File: src/rtl/hazard_ctrl_unit.sv
// Pipeline hazard controller: load-use / branch-operand interlocks, cache-miss freeze FSM,
// miss watchdog and saturating stall/flush counters.
module hazard_ctrl_unit #(
  parameter int           INSTR_W      = 16,
  parameter int           REG_W        = 4,
  parameter logic [3:0]   OP_LOAD      = 4'b1000,
  parameter logic [3:0]   OP_STORE     = 4'b1001,
  parameter logic [3:0]   OP_B         = 4'b1100,
  parameter logic [3:0]   OP_BR        = 4'b1101,
  parameter int           MISS_TIMEOUT = 255,
  parameter int           CNT_W        = 16
) (
  input  logic               clk,
  input  logic               rst_n,
  input  logic [INSTR_W-1:0] id_instr,
  input  logic [INSTR_W-1:0] ex_instr,
  input  logic [INSTR_W-1:0] mem_instr,
  input  logic [REG_W-1:0]   id_rs,
  input  logic [REG_W-1:0]   id_rt,
  input  logic [REG_W-1:0]   ex_rd,
  input  logic [REG_W-1:0]   mem_rd,
  input  logic               ex_regwrite,
  input  logic               mem_regwrite,
  input  logic               branch_taken,
  input  logic               icache_miss,
  input  logic               dcache_miss,
  output logic               stall_fe,
  output logic               bubble_ex,
  output logic               freeze_be,
  output logic               flush_ifid,
  output logic               err_timeout,
  output logic [CNT_W-1:0]   stall_cnt,
  output logic [CNT_W-1:0]   flush_cnt
);

  // state | meaning
  // RUN   | no cache miss outstanding, hazard interlocks active
  // DMISS | D-cache fill in progress, back end frozen
  // IMISS | I-cache fill in progress, front end stalled, back end drains
  typedef enum logic [1:0] {S_RUN, S_DMISS, S_IMISS} state_t;

  localparam int TMR_W = (MISS_TIMEOUT > 1) ? $clog2(MISS_TIMEOUT + 1) : 1;
  localparam logic [TMR_W-1:0] TMR_MAX = TMR_W'(MISS_TIMEOUT);

  state_t             r_state;
  state_t             w_next_state;
  logic [TMR_W-1:0]   r_timer;
  logic [TMR_W-1:0]   w_timer_nxt;
  logic               r_err;
  logic [CNT_W-1:0]   r_stall_cnt;
  logic [CNT_W-1:0]   r_flush_cnt;

  logic [3:0] w_id_op, w_ex_op, w_mem_op;
  logic       w_lu, w_brh, w_is_branch;
  logic       w_unused;

  assign w_id_op  = id_instr[INSTR_W-1 -: 4];
  assign w_ex_op  = ex_instr[INSTR_W-1 -: 4];
  assign w_mem_op = mem_instr[INSTR_W-1 -: 4];

  // A store's rt is data, forwarded MEM->MEM, so it never interlocks on a load
  assign w_lu = (w_ex_op == OP_LOAD) && (ex_rd != '0) &&
                ((ex_rd == id_rs) || ((w_id_op != OP_STORE) && (ex_rd == id_rt)));

  assign w_brh = (w_id_op == OP_BR) &&
                 ((ex_regwrite && (ex_rd != '0) && (ex_rd == id_rs)) ||
                  ((w_mem_op == OP_LOAD) && (mem_rd != '0) && (mem_rd == id_rs)));

  assign w_is_branch = (w_id_op == OP_B) || (w_id_op == OP_BR);

  assign w_unused = ^{mem_regwrite, id_instr[INSTR_W-5:0],
                      ex_instr[INSTR_W-5:0], mem_instr[INSTR_W-5:0]};

  always_ff @(posedge clk) begin
    if (!rst_n) r_state <= S_RUN;
    else        r_state <= w_next_state;
  end

  always_comb begin
    w_next_state = S_RUN;
    stall_fe     = 1'b0;
    bubble_ex    = 1'b0;
    freeze_be    = 1'b0;
    flush_ifid   = 1'b0;
    if (dcache_miss)      w_next_state = S_DMISS;
    else if (icache_miss) w_next_state = S_IMISS;

    if (dcache_miss) begin
      freeze_be = 1'b1;
      stall_fe  = 1'b1;
    end else if (icache_miss) begin
      stall_fe  = 1'b1;
      bubble_ex = 1'b1;
    end else if (w_lu || w_brh) begin
      stall_fe  = 1'b1;
      bubble_ex = 1'b1;
    end else if (w_is_branch && branch_taken) begin
      flush_ifid = 1'b1;
    end
  end

  always_comb begin
    w_timer_nxt = r_timer;
    if (w_next_state != r_state)
      w_timer_nxt = '0;
    else if ((r_state != S_RUN) && (r_timer != TMR_MAX))
      w_timer_nxt = r_timer + TMR_W'(1);
  end

  always_ff @(posedge clk) begin
    if (!rst_n) begin
      r_timer <= '0;
      r_err   <= 1'b0;
    end else begin
      r_timer <= w_timer_nxt;
      if ((MISS_TIMEOUT != 0) && (w_timer_nxt == TMR_MAX))
        r_err <= 1'b1;
    end
  end

  always_ff @(posedge clk) begin
    if (!rst_n) begin
      r_stall_cnt <= '0;
      r_flush_cnt <= '0;
    end else begin
      if (stall_fe && (r_stall_cnt != '1))
        r_stall_cnt <= r_stall_cnt + CNT_W'(1);
      if (flush_ifid && (r_flush_cnt != '1))
        r_flush_cnt <= r_flush_cnt + CNT_W'(1);
    end
  end

  assign err_timeout = r_err;
  assign stall_cnt   = r_stall_cnt;
  assign flush_cnt   = r_flush_cnt;

endmodule
File: config.mk
export PLATFORM = sky130hd
export DESIGN_NAME = hazard_ctrl_unit
export DESIGN_NICKNAME = d
export VERILOG_FILES = /design/src/rtl/hazard_ctrl_unit.sv
export SDC_FILE = /design/constraint.sdc
export NUM_CORES = 1
export LEC_CHECK = 0
export BUFFER_PORTS_ARGS = -buffer_cell sky130_fd_sc_hd__buf_2
export CORE_MARGIN = 5
export CORE_UTILIZATION = 43
export DETAILED_ROUTE_END_ITERATION = 8
export MAX_ROUTING_LAYER = met4
export PLACE_DENSITY = 0.84
export SYNTH_ARGS = -nofsm -noshare
export SYNTH_HDL_FRONTEND = slang
export SYNTH_SLANG_ARGS = --single-unit
File: constraint.sdc
create_clock -name clk -period 1.9 [get_ports clk]
set_input_delay 0 -clock clk [delete_from_list [all_inputs] [get_ports clk]]
set_output_delay 0 -clock clk [all_outputs]
set_load 0.005 [all_outputs]
# [Word level (Yosys, flattened, before mapping)]
# Cells that the tools add are included.
# W data, S select, Z words.
[classes] n_eq_ne=13 n_reduce_logical=19 add_sub_neg=3 mux=13
[ops] operator="$add A16 B1 Y16 const B" n=2
[ops] operator="$ne A16 B16 Y1 const B" n=2
[ops] operator="$eq A4 B4 Y1 const B" n=4
[ops] operator="$mux W8" n=2
[ops] operator="$eq A4 B4 Y1" n=3
[ops] operator="$logic_and A1 B1 Y1" n=12
[ops] operator="$mux W1" n=9
[ops] operator="$add A8 B1 Y8 const B" n=1
[ops] operator="$eq A8 B8 Y1 const B" n=1
[ops] operator="$ne A8 B8 Y1 const B" n=1
[ops] operator="$reduce_bool A4 Y1" n=2
[ops] operator="$logic_or A1 B1 Y1" n=4
[ops] operator="$mux W2" n=2
[ops] operator="$ne A4 B4 Y1 const B" n=1
[ops] operator="$ne A2 B2 Y1" n=1
[ops] operator="$reduce_bool A2 Y1" n=1
[word_totals] input_bits=71 output_inout_bits=37 word_cells=53 register_bits=43

# [Depth between registers and ports, before layout]
[depth] word_depth=10 ltp_mapped=9 depth_no_buf=7

# [Worst setup path before layout]
# No wires, ideal clock.
[synth_timing] kind="register -> register" from="reg r_flush_cnt[0], in the netlist flush_cnt[0]" to="reg r_flush_cnt[10], in the netlist flush_cnt[10]" setup_ps=124 n_path_buf=2 required_ps=1776 path_stages_with_launch=10 arrival_ps=1961 setup_slack_ps=-185 period_less_slack_ps=2085 path_cell_list="dfxtp_1 > ha_1 > and3_1 > and3_1 > nand4_1 > nand2b_1 > clkbuf_1 > clkbuf_1 > nor3_1 > mux2i_1"
[synth_between] elab_chain_cells=2 elab_cells_between_ends=3 cone_classes="add/sub: 1; eq/ne: 1; reduce/logical: 1"
[synth_rtl] element="start: declaration" line="51" rtl="logic [CNT_W-1:0] r_flush_cnt;"
[synth_rtl] element="start signal: assignment" line="129" rtl="r_flush_cnt <= r_flush_cnt + CNT_W'(1);"
[synth_rtl] element="parallel branches: the longest is 2 deep, another holds $add A16 B1 Y16"
# Several ways; the timed one is not identified.
# A chain may end at the register's enable or synchronous reset.

# [Worst setup path in the final report]
[layout_timing] from="reg r_flush_cnt[0], in the netlist flush_cnt[0]" to="reg r_flush_cnt[5], in the netlist flush_cnt[5]"
# The elaborated chain is that of the path after synthesis.

==> flow_summary.rst <==
.. list-table::
   :header-rows: 1

   * - Metric
     - Value
   * - Timing-limited maximum frequency
     - 516.0 MHz
   * - Static leakage power
     - 1.377 nW
   * - Final non-filler cell area
     - 3551 µm²
   * - Clock Tree Buf Depth
     - 2
   * - Post-route antenna net violation count
     - 0
   * - Combined area of all synthesized cells
     - 2546 µm²
   * - Share of the synthesized area in the top cell type
     - 33.81%
   * - Clock-pin slew on the worst setup and hold paths
     - 0.08 ns
   * - Register-to-register path setup slack
     - -0.04 ns
   * - Distinct cell type count after synthesis
     - 47
   * - Layout Skew
     - 0.007804 ns
   * - Utilization after layout
     - 60.69%
   * - Vertical extent of the die
     - 86.95 µm
   * - End point of the critical path
     - flush_cnt[5]
   * - Layout cells sized above 1
     - 36.87%
   * - Nets@finish
     - 489
   * - Cell types with the highest counts after synthesis
     - sky130_fd_sc_hd__dfxtp_1, sky130_fd_sc_hd__nand2_1, sky130_fd_sc_hd__a21oi_1
   * - H-tree levels
     - 2
   * - Die area
     - 7560 µm²
   * - Sequential power share
     - 50.9%
   * - Pins Over Slew Limit
     - 0
   * - Type of the worst setup path
     - flip-flop to flip-flop
   * - Actual slew at the worst max-slew pin
     - 0.5055 ns
   * - Worst hold path class
     - primary input to flip-flop
   * - Required time reported for the critical path endpoint
     - 2.13 ns
   * - Startpoint of the most critical register-to-register path
     - flush_cnt[0]
   * - Clk Latency, worst-skew pair
     - 0.29 ns
   * - Total number of clock tree sinks
     - 43
   * - Max FO, Critical Path
     - 7
   * - Crit end category
     - flip-flop
   * - Count of flip-flops with a built-in enable after synthesis
     - 0
   * - Drt drc
     - 0
   * - Most used flip-flop cell after synthesis
     - sky130_fd_sc_hd__dfxtp_1
   * - Share of the cycle needed by the critical path after routing
     - 102.0%
   * - Async SR Flop Fraction
     - 0%
   * - Number of detailed-route iterations in the first pass
     - 4
   * - Initial antenna violation count
     - 0
   * - Minimum clock period
     - 1.938 ns
   * - Worst hold margin
     - -0.002822 ns
   * - DP Wirelength
     - 5131 µm
   * - Worst Setup Start Kind
     - flip-flop
   * - Result of the run
     - complete, but fails checks
   * - Overflow left after global routing
     - 0
   * - Count of endpoints failing hold in the final timing report
     - 1
   * - Area growth, synth to finish
     - 39.46%
   * - Number of placed cells counting well taps
     - 473
   * - Cell-internal power
     - 1.387 mW
   * - CTS buffer count
     - 5
   * - Sequential area share after synthesis
     - 33.81%
   * - Pre-CTS setup slack
     - -0.08787 ns
   * - Number of setup violations in the final report
     - 3
   * - Clock power share
     - 38.5%
   * - Gate count of the mapped netlist
     - 307
   * - Warnings from Yosys
     - 0
   * - Peak ir drop on the vdd network
     - 481.2 µV
   * - Post-synthesis area per instance
     - 8.294 µm²
   * - Number of global-route vias before repair
     - 2,883
   * - Drt initial violations
     - 200
   * - Standard-cell rows
     - 28
   * - Placed cell area
     - 3217 µm²
   * - Per-cell routed wire length
     - 14.99 µm
   * - Area of the core
     - 5851 µm²
   * - Setup repair after global routing missed its margin
     - yes
   * - Antenna cells
     - 0
   * - Combined area of the multi-input logic cells
     - 1734 µm²
   * - Number of buffers added on ports
     - 70
   * - Power consumption
     - 1.805 mW
   * - Sequential standard cell area
     - 865.8 µm²
   * - Post-route setup TNS
     - -0.08493 ns
   * - Count of filler cells inserted in the layout
     - 496
   * - Final Instance Count excl. Fillers
     - 490
   * - Synthesized Nets
     - 381
   * - Top cells by area, synth
     - sky130_fd_sc_hd__dfxtp_1, sky130_fd_sc_hd__mux2i_1, sky130_fd_sc_hd__a21oi_1
   * - Worst slew slack as a fraction of its limit
     - 65.83%
   * - Pin count of the biggest net entering global routing
     - 32
   * - Via total after detailed routing
     - 2,806
   * - Ratio of total power to cell area
     - 508.3 nW/µm²
   * - Clock tree from TritonCTS
     - done
   * - Arr. time, crit path
     - 2.17 ns
   * - All-Layer GR Usage
     - 20.08%
   * - Die width
     - 86.95 µm
   * - Number of storage elements in the synthesis netlist
     - 43
   * - GP Congestion
     - 0.8878
   * - Logic gate share of total power
     - 10.7%
   * - Dominant cell by count in the synthesized netlist
     - sky130_fd_sc_hd__dfxtp_1
   * - Switch share
     - 23.17%
   * - Crit path setup slack, layout
     - -0.03809 ns
   * - Worst R2R End
     - flush_cnt[5]
   * - Violated checks
     - hold timing, setup timing
   * - Largest area contributor in the synthesized netlist
     - sky130_fd_sc_hd__dfxtp_1
   * - Buffer type at the clock tree root
     - sky130_fd_sc_hd__clkbuf_8
   * - Total wire length after detailed routing
     - 7347 µm
   * - Starting density of the core
     - 43.52%
   * - Register-to-Register Path Depth
     - 8
   * - Vias per cell
     - 5.727
   * - Maxcap violations
     - 0
   * - Total net switching power
     - 0.4181 mW
   * - Worst hold path startpoint
     - icache_miss
   * - Top-level port count
     - 108
   * - First-pass GRT wire length
     - 12,140 µm
   * - Origin of the worst setup path
     - flush_cnt[0]
## sequential cells by signal, summed over array words and instances, names as in the netlist
register,cells
r_state,2
err_timeout,1
r_timer,8
flush_cnt,16
stall_cnt,16
## worst min path at each step
| stage | slack (ns) | cells past startpoint | endpoint |
|---|---|---|---|
| detailed placement | 0.27 | 2 | r_state[1] |
| finish | -0.003 | 2 | r_state[1] |
| CTS | 0.002 | 2 | r_state[1] |
| global placement | 0.27 | 2 | r_state[1] |
| global route | 0.001 | 2 | r_state[1] |
| floorplan | 0.03 | 1 | bubble_ex |
## layer usage
metal | vias to the layer above | share of wire, % | GRT usage [%]
met5 | - | 0 | -
met4 | 0 | 0.90 | 7.082
met3 | 6 | 6.2 | 3.311
met2 | 99 | 53 | 36.92
met1 | 1335 | 40 | 21.51
li1 | 1366 | - | -
## cell families (layout without fill, tap and decap cells)
family / count (synthesis) / in the layout / synth area share, %
simple gates: 157 / 157 / 36.66
xor+xnor: 15 / 15 / 5.160
fa+ha+maj: 3 / 3 / 1.474
flops: 43 / 43 / 33.81
mux: 14 / 14 / 5.504
buf+inv: 20 / 128 / 3.735
compound gates: 55 / 55 / 13.66
## final cells by class
class	instances	share of cell area [%]
Clock buffer	6	2.044
Multi-Input combinational cell	244	48.84
Inverter	5	0.5285
Timing Repair Buffer	116	20.72
Clock inverter	1	0.8457
Tap cell	75	2.643
Sequential cell	43	24.38
## power groups by stage
stage / Combinational (mW) / Clock [mW] / Sequential, mW
floorplan: 0.0909 / 0 / 0.939
global placement: 0.177 / 0 / 0.938
detailed placement: 0.185 / 0 / 0.939
CTS: 0.189 / 0.701 / 0.917
global route: 0.212 / 0.746 / 0.919
finish: 0.192 / 0.695 / 0.918
## repair_timing
| item | 4_1_cts | 5_1_grt |
|---|---|---|
| cloned | 1 | 0 |
| pin swaps | 3 | 9 |
| setup buffers | 7 | 2 |
| hold endpoints to repair | 1 | 0 |
| hold buffers | 1 | 0 |
| gates resized for setup | 8 | 26 |
| setup endpoints to repair | 5 | 28 |
## worst max-delay path, cell delays in order, from the launching register on
cell and delay [ns]:
sky130_fd_sc_hd__dfxtp_2 0.34, sky130_fd_sc_hd__ha_4 0.15, sky130_fd_sc_hd__and3_4 0.17, sky130_fd_sc_hd__and3_4 0.17
sky130_fd_sc_hd__nand4_1 0.12, sky130_fd_sc_hd__nand2b_1 0.14, sky130_fd_sc_hd__buf_6 0.16, sky130_fd_sc_hd__or4_1 0.48
sky130_fd_sc_hd__a21oi_1 0.13
## layout by cell type, fill, tap and decap left out, types with 10 or more instances in the layout
cell type	n
sky130_fd_sc_hd__nor2_1	14
sky130_fd_sc_hd__or3_1	10
sky130_fd_sc_hd__nand2_1	28
sky130_fd_sc_hd__buf_2	71
sky130_fd_sc_hd__dfxtp_1	39
sky130_fd_sc_hd__buf_4	38
sky130_fd_sc_hd__o31ai_1	10
sky130_fd_sc_hd__nand3_1	15
sky130_fd_sc_hd__mux2i_1	14
sky130_fd_sc_hd__a21oi_1	20
sky130_fd_sc_hd__nand2b_1	15
Power figures use the tool's default switching activity.
